==> src/rtl/fifo_pkg.sv <==
// Shared types and constants for the fifo and its serial transmitter.
package fifo_pkg;

  localparam int FIFO_WIDTH = 16;

  typedef enum logic [2:0] {
    IDLE,
    REQ,
    LOAD,
    START,
    DATA,
    PARITY,
    STOP
  } tx_state_t;

endpackage

==> src/rtl/baud_tick_gen.sv <==
// Bit-period timer: counts 0..BAUD_DIV-1 and flags the last clock of each bit.
// tick_next looks one clock ahead so callers can register outputs that must
// line up with the tick cycle.
module baud_tick_gen #(
  parameter int BAUD_DIV = 4
) (
  input  logic clk,
  input  logic rst_,
  input  logic clear,
  output logic tick,
  output logic tick_next
);

  localparam int CW = (BAUD_DIV > 1) ? $clog2(BAUD_DIV) : 1;
  localparam logic [CW-1:0] LAST = CW'(BAUD_DIV - 1);
  localparam logic [CW-1:0] PRE  = CW'((BAUD_DIV > 1) ? (BAUD_DIV - 2) : 0);

  logic [CW-1:0] count;

  // Free-running bit-period counter, held at zero while cleared
  always_ff @(posedge clk or negedge rst_) begin
    if (!rst_) begin
      count <= '0;
    end else if (clear || (count == LAST)) begin
      count <= '0;
    end else begin
      count <= count + CW'(1);
    end
  end

  // Boundary flags decoded from the counter register
  always_comb begin
    tick      = (count == LAST);
    tick_next = (BAUD_DIV == 1) ? 1'b1 : (!clear && (count == PRE));
  end

endmodule

==> src/rtl/fifo_tx_serializer.sv <==
// Pops words from the fifo and sends each as a serial frame:
// start bit, WIDTH data bits LSB first, optional even parity, stop bit.
module fifo_tx_serializer
  import fifo_pkg::*;
#(
  parameter int WIDTH     = FIFO_WIDTH,
  parameter int BAUD_DIV  = 4,
  parameter int PARITY_EN = 0
) (
  input  logic             clk,
  input  logic             rst_,
  input  logic             enable,
  input  logic [WIDTH-1:0] fifo_data_out,
  input  logic             fifo_empty,
  output logic             fifo_read,
  output logic             tx_serial,
  output logic             tx_busy,
  output logic             tx_done
);

  localparam int BCW = (WIDTH > 1) ? $clog2(WIDTH) : 1;
  localparam logic [BCW-1:0] LAST_BIT = BCW'(WIDTH - 1);

  tx_state_t        state;
  tx_state_t        state_next;
  logic [WIDTH-1:0] shift_reg;
  logic [WIDTH-1:0] shift_next;
  logic [BCW-1:0]   bit_cnt;
  logic             parity_bit;
  logic             baud_clear;
  logic             tick;
  logic             tick_next;

  // The bit timer only runs while a frame is on the line, so it starts
  // every frame from zero on START entry.
  assign baud_clear = (state == IDLE) || (state == REQ) || (state == LOAD);
  assign shift_next = shift_reg >> 1;

  baud_tick_gen #(
    .BAUD_DIV(BAUD_DIV)
  ) u_baud (
    .clk      (clk),
    .rst_     (rst_),
    .clear    (baud_clear),
    .tick     (tick),
    .tick_next(tick_next)
  );

  // State register
  always_ff @(posedge clk or negedge rst_) begin
    if (!rst_) begin
      state <= IDLE;
    end else begin
      state <= state_next;
    end
  end

  // Next-state logic; enable and fifo_empty matter only in IDLE
  always_comb begin
    state_next = state;
    unique case (state)
      IDLE:    if (enable && !fifo_empty) state_next = REQ;
      REQ:     state_next = LOAD;
      LOAD:    state_next = START;
      START:   if (tick) state_next = DATA;
      DATA:    if (tick && (bit_cnt == LAST_BIT))
                 state_next = (PARITY_EN != 0) ? PARITY : STOP;
      PARITY:  if (tick) state_next = STOP;
      STOP:    if (tick) state_next = IDLE;
      default: state_next = IDLE;
    endcase
  end

  // Decoded outputs: the pop request can only come from REQ
  always_comb begin
    fifo_read = (state == REQ);
    tx_busy   = (state != IDLE);
  end

  // Registered line driver: each bit value is loaded on the edge that
  // enters its period, so tx_serial changes exactly at bit boundaries.
  always_ff @(posedge clk or negedge rst_) begin
    if (!rst_) begin
      shift_reg  <= '0;
      bit_cnt    <= '0;
      parity_bit <= 1'b0;
      tx_serial  <= 1'b1;
      tx_done    <= 1'b0;
    end else begin
      tx_done <= (state_next == STOP) && tick_next;
      unique case (state)
        LOAD: begin
          shift_reg  <= fifo_data_out;
          parity_bit <= ^fifo_data_out;
          bit_cnt    <= '0;
          tx_serial  <= 1'b0;
        end
        START: begin
          if (tick) tx_serial <= shift_reg[0];
        end
        DATA: begin
          if (tick) begin
            if (bit_cnt == LAST_BIT) begin
              tx_serial <= (PARITY_EN != 0) ? parity_bit : 1'b1;
            end else begin
              shift_reg <= shift_next;
              tx_serial <= shift_next[0];
              bit_cnt   <= bit_cnt + BCW'(1);
            end
          end
        end
        PARITY: begin
          if (tick) tx_serial <= 1'b1;
        end
        default: begin
          tx_serial <= 1'b1;
        end
      endcase
    end
  end

endmodule
==> config.mk <==
export PLATFORM = sky130hd
export DESIGN_NAME = fifo_tx_serializer
export DESIGN_NICKNAME = d
export VERILOG_FILES = /design/src/rtl/fifo_pkg.sv /design/src/rtl/baud_tick_gen.sv /design/src/rtl/fifo_tx_serializer.sv
export SDC_FILE = /design/constraint.sdc
export NUM_CORES = 1
export LEC_CHECK = 0
export BUFFER_PORTS_ARGS = -buffer_cell sky130_fd_sc_hd__buf_4
export CORE_MARGIN = 5
export CORE_UTILIZATION = 55
export CTS_CLUSTER_DIAMETER = 100
export DETAILED_ROUTE_END_ITERATION = 8
export GPL_ROUTABILITY_DRIVEN = 0
export MAX_ROUTING_LAYER = met4
export PLACE_DENSITY = 0.89
export SLEW_MARGIN = 20
export SYNTH_ARGS = -nofsm -noshare
export SYNTH_HDL_FRONTEND = slang
export SYNTH_SLANG_ARGS = --single-unit
==> constraint.sdc <==
create_clock -name clk -period 4.7 [get_ports clk]
set_clock_uncertainty 0.2 [all_clocks]
set_input_delay 0.47 -clock clk [delete_from_list [all_inputs] [get_ports clk]]
set_output_delay 0.47 -clock clk [all_outputs]
set_load 0.02 [all_outputs]
==> impl_metrics.prom <==
# TYPE chip_impl_metric gauge
chip_impl_info{name="outcome",value="finished clean"} 1
chip_impl_metric{name="dpl_cell_area",unit="µm²"} 1650
chip_impl_metric{name="timing.critical_path.fanout_max",unit=""} 16
chip_impl_metric{name="maxCapViolations",unit=""} 0
chip_impl_metric{name="port_buffers",unit=""} 23
chip_impl_metric{name="initial_utilization",unit="%"} 58.7
chip_impl_metric{name="drt_iter0_drc",unit=""} 37
chip_impl_metric{name="die-area",unit="µm²"} 3860
chip_impl_metric{name="cts_resized",unit=""} 0
chip_impl_metric{name="die_h",unit="µm"} 62.1
chip_impl_metric{name="synth.cell_area",unit="µm²"} 1490
chip_impl_metric{name="synth_top_cell_area_share",unit="%"} 43.6
chip_impl_metric{name="powerDensity",unit="nW/µm²"} 518
chip_impl_metric{name="critPathArrivalTime",unit="ps"} 2490
chip_impl_metric{name="postCtsSetupBuffers",unit=""} 0
chip_impl_metric{name="row_count",unit=""} 18
chip_impl_metric{name="min_path_cells",unit=""} 3
chip_impl_metric{name="cts_hold_buffers",unit=""} 1
chip_impl_metric{name="cts.reportedPaths.clkPinSlew",unit="ps"} 130
chip_impl_metric{name="clock_insertion_delay_at_the_later_pin_of_the_skew_report",unit="ps"} 310
chip_impl_metric{name="vias_per_cell",unit=""} 5.91
chip_impl_info{name="ys_top_cells_by_area",value="sky130_fd_sc_hd__dfrtp_1 (44%), sky130_fd_sc_hd__mux2_2 (14%), sky130_fd_sc_hd__mux2_4 (7.0%), sky130_fd_sc_hd__nand2b_1 (2.9%), sky130_fd_sc_hd__ha_1 (2.5%)"} 1
chip_impl_metric{name="ff2ff_path_depth",unit=""} 3
chip_impl_info{name="top_library_cells_by_usage_in_the_layout_fill_and_taps_aside",value="sky130_fd_sc_hd__dfrtp_1 (26), sky130_fd_sc_hd__buf_4 (23), sky130_fd_sc_hd__mux2_2 (19), sky130_fd_sc_hd__nand2b_1 (7), sky130_fd_sc_hd__mux2_4 (7)"} 1
chip_impl_info{name="mostFrequentLayoutCell",value="sky130_fd_sc_hd__dfrtp_1"} 1
chip_impl_info{name="endpoint_of_the_lowest_slack_register_to_register_path",value="shift_reg[12]"} 1
chip_impl_metric{name="first_global_vias",unit=""} 1044
chip_impl_metric{name="final_hold_viol_count",unit=""} 0
chip_impl_info{name="critPathCaptureType",value="flip-flop"} 1
chip_impl_metric{name="antenna_violations_before_repair",unit=""} 0
chip_impl_metric{name="largest_reg_flops",unit=""} 16
chip_impl_metric{name="slew-limit-headroom",unit="%"} 46.6
chip_impl_metric{name="sequential_cell_area",unit="µm²"} 677
chip_impl_info{name="critical_path_class",value="flip-flop to flip-flop"} 1
chip_impl_info{name="beginning_of_the_worst_register_to_register_path",value="state[1]"} 1
chip_impl_metric{name="clock.fmax",unit="GHz"} 0.404
chip_impl_info{name="clock-root-buffer",value="sky130_fd_sc_hd__clkbuf_4"} 1
chip_impl_info{name="cts_tree",value="done"} 1
chip_impl_metric{name="drive_above_1_share",unit="%"} 38.9
chip_impl_metric{name="wl",unit="mm"} 2.81
chip_impl_metric{name="total_non_filler_cell_area_in_the_finished_layout",unit="µm²"} 1690
chip_impl_info{name="grt_setup_unrepaired",value="false"} 1
chip_impl_metric{name="post_synth_num_cell_types",unit=""} 41
chip_impl_info{name="yosys.area.top_type",value="sky130_fd_sc_hd__dfrtp_1"} 1
chip_impl_info{name="holdCritPathClass",value="input port to flip-flop"} 1
chip_impl_metric{name="route.antenna.remaining_nets",unit=""} 0
chip_impl_metric{name="cts_max_level",unit=""} 1
chip_impl_metric{name="multiInputGateArea",unit="µm²"} 751
chip_impl_metric{name="min_period_over_period",unit="%"} 52.7
chip_impl_metric{name="firstDrtPassIters",unit=""} 4
chip_impl_metric{name="cts_inserted_buffers",unit=""} 3
chip_impl_metric{name="clock_sink_count",unit=""} 27
chip_impl_metric{name="finalNetCount",unit=""} 168
chip_impl_metric{name="layout_min_cycle_time",unit="ps"} 2480
chip_impl_info{name="whs_endpoint",value="shift_reg[0]"} 1
chip_impl_metric{name="die_width",unit="µm"} 62.1
chip_impl_metric{name="filler_cell_count",unit=""} 190
chip_impl_metric{name="placeableCoreArea",unit="µm²"} 2540
chip_impl_metric{name="count_of_final_setup_violators",unit=""} 0
chip_impl_metric{name="ff2ff_setup_slack",unit="ps"} 2220
chip_impl_metric{name="vdd.ir_drop.worst",unit="µV"} 340
chip_impl_metric{name="worst_slew_pin_slew",unit="ps"} 802
chip_impl_metric{name="grt_start_max_net_pins",unit=""} 28
chip_impl_metric{name="overflow",unit=""} 0
chip_impl_metric{name="boundaryPins",unit=""} 24
chip_impl_metric{name="grt_first_pass_wirelength",unit="mm"} 4.79
chip_impl_metric{name="setup_total_negative_slack",unit="ps"} 0
chip_impl_metric{name="post-route-drc-count",unit=""} 0
chip_impl_metric{name="clock_path_buffers",unit=""} 2
chip_impl_info{name="timing.hold.worst.start",value="fifo_data_out[0]"} 1
chip_impl_metric{name="postSynthRegisterBits",unit=""} 27
chip_impl_metric{name="area.growth.synth_to_final",unit="%"} 13.1
chip_impl_info{name="setup.worst_path.start_class",value="flip-flop"} 1
chip_impl_metric{name="power_leakage",unit="nW"} 0.759
chip_impl_metric{name="syn-num-nets",unit=""} 148
chip_impl_metric{name="insertedDiodeCount",unit=""} 0
chip_impl_metric{name="num_vias",unit=""} 1029
chip_impl_metric{name="drt-wirelength-per-cell",unit="µm"} 16.1
chip_impl_metric{name="cells_after_synth",unit=""} 125
chip_impl_metric{name="synthesis.area_per_instance",unit="µm²"} 12.0
chip_impl_metric{name="ys_warn_count",unit=""} 0
chip_impl_metric{name="dp_hpwl",unit="mm"} 2.07
chip_impl_metric{name="gr-usage-all-layers",unit="%"} 15.3
chip_impl_metric{name="synth-seq-area-share",unit="%"} 45.3
chip_impl_metric{name="critPathRequiredTime",unit="ps"} 4710
chip_impl_metric{name="final_max_slew_viol_count",unit=""} 0
==> per-stage QoR <==
step	power, mW	util, %	hold WS, ps	worst slack, ps	cells
2_1_floorplan	0.700	-	-25.6	2790	125
3_3_place_gp	0.746	64.7	194	2210	169
3_5_place_dp	0.780	64.7	196	2070	169
4_1_cts	0.878	66.1	148	2040	174
5_1_grt	0.935	66.4	154	2080	174
6_report	0.875	66.4	152	2220	174
==> per-layer routing <==
metal	track usage, %	up-vias	part of all wire [%]
li1	-	495	-
met1	18.4	499	41
met2	25.5	31	52
met3	3.78	4	5.9
met4	4.07	0	1.0
met5	-	-	0
==> power by group <==
group          switching, mW  internal, mW
registers             0.0909         0.329
logic                  0.152         0.206
clock network         0.0637        0.0332
==> critical path, stage by stage (launching register included) <==
cell,delay [ps]
sky130_fd_sc_hd__dfrtp_1,650
sky130_fd_sc_hd__nor3b_2,420
sky130_fd_sc_hd__a41o_1,680
sky130_fd_sc_hd__mux2_2,420
==> worst max-delay path by stage <==
stage / startpoint / cells past startpoint / end
2_1_floorplan: state[0] / 4 / shift_reg[13]
3_3_place_gp: state[2] / 3 / shift_reg[14]
3_5_place_dp: state[2] / 3 / shift_reg[6]
4_1_cts: state[2] / 3 / shift_reg[6]
5_1_grt: u_baud.count[0] / 3 / shift_reg[12]
6_report: state[1] / 3 / shift_reg[12]
==> synth_stat cells (all sizes together) <==
library cell / count
and3: 1
o311a: 1
mux2: 27
a311oi: 1
and4: 1
a31oi: 2
nor3: 4
xnor2: 1
nand4b: 1
nor2: 3
o221ai: 2
a41oi: 1
nand4: 1
nor3b: 4
a22o: 1
o22ai: 1
dfrtp: 26
a211oi: 1
o31a: 1
nand2: 4
ha: 3
a21oi: 4
a21o: 1
nand3: 1
clkbuf: 4
inv: 4
dfstp: 1
mux2i: 3
buf: 5
o21ai: 3
nand2b: 7
or3: 1
a221o: 1
nor2b: 2
a41o: 1
==> kinds of logic (layout without fill, tap and decap cells) <==
kind of cell | Yosys count | count (layout) | synth area share (%)
muxes | 30 | 30 | 24.1
and+or+nand+nor | 30 | 30 | 12.5
buffers and inverters | 13 | 32 | 4.86
DFF | 27 | 27 | 45.3
adders and majority gates | 3 | 3 | 2.51
xor gates and xnor gates | 1 | 1 | 0.586
AOI/OAI and AO/OA | 21 | 21 | 10.1
==> cell type report <==
type,instances,share of cell area (%)
multi-input combinational,85,44.4
sequential,27,40.1
timing repair buffer,24,10.8
tap,30,2.22
clock buffer,4,1.56
inverter,4,0.889
(Power assumes the default switching activity.)
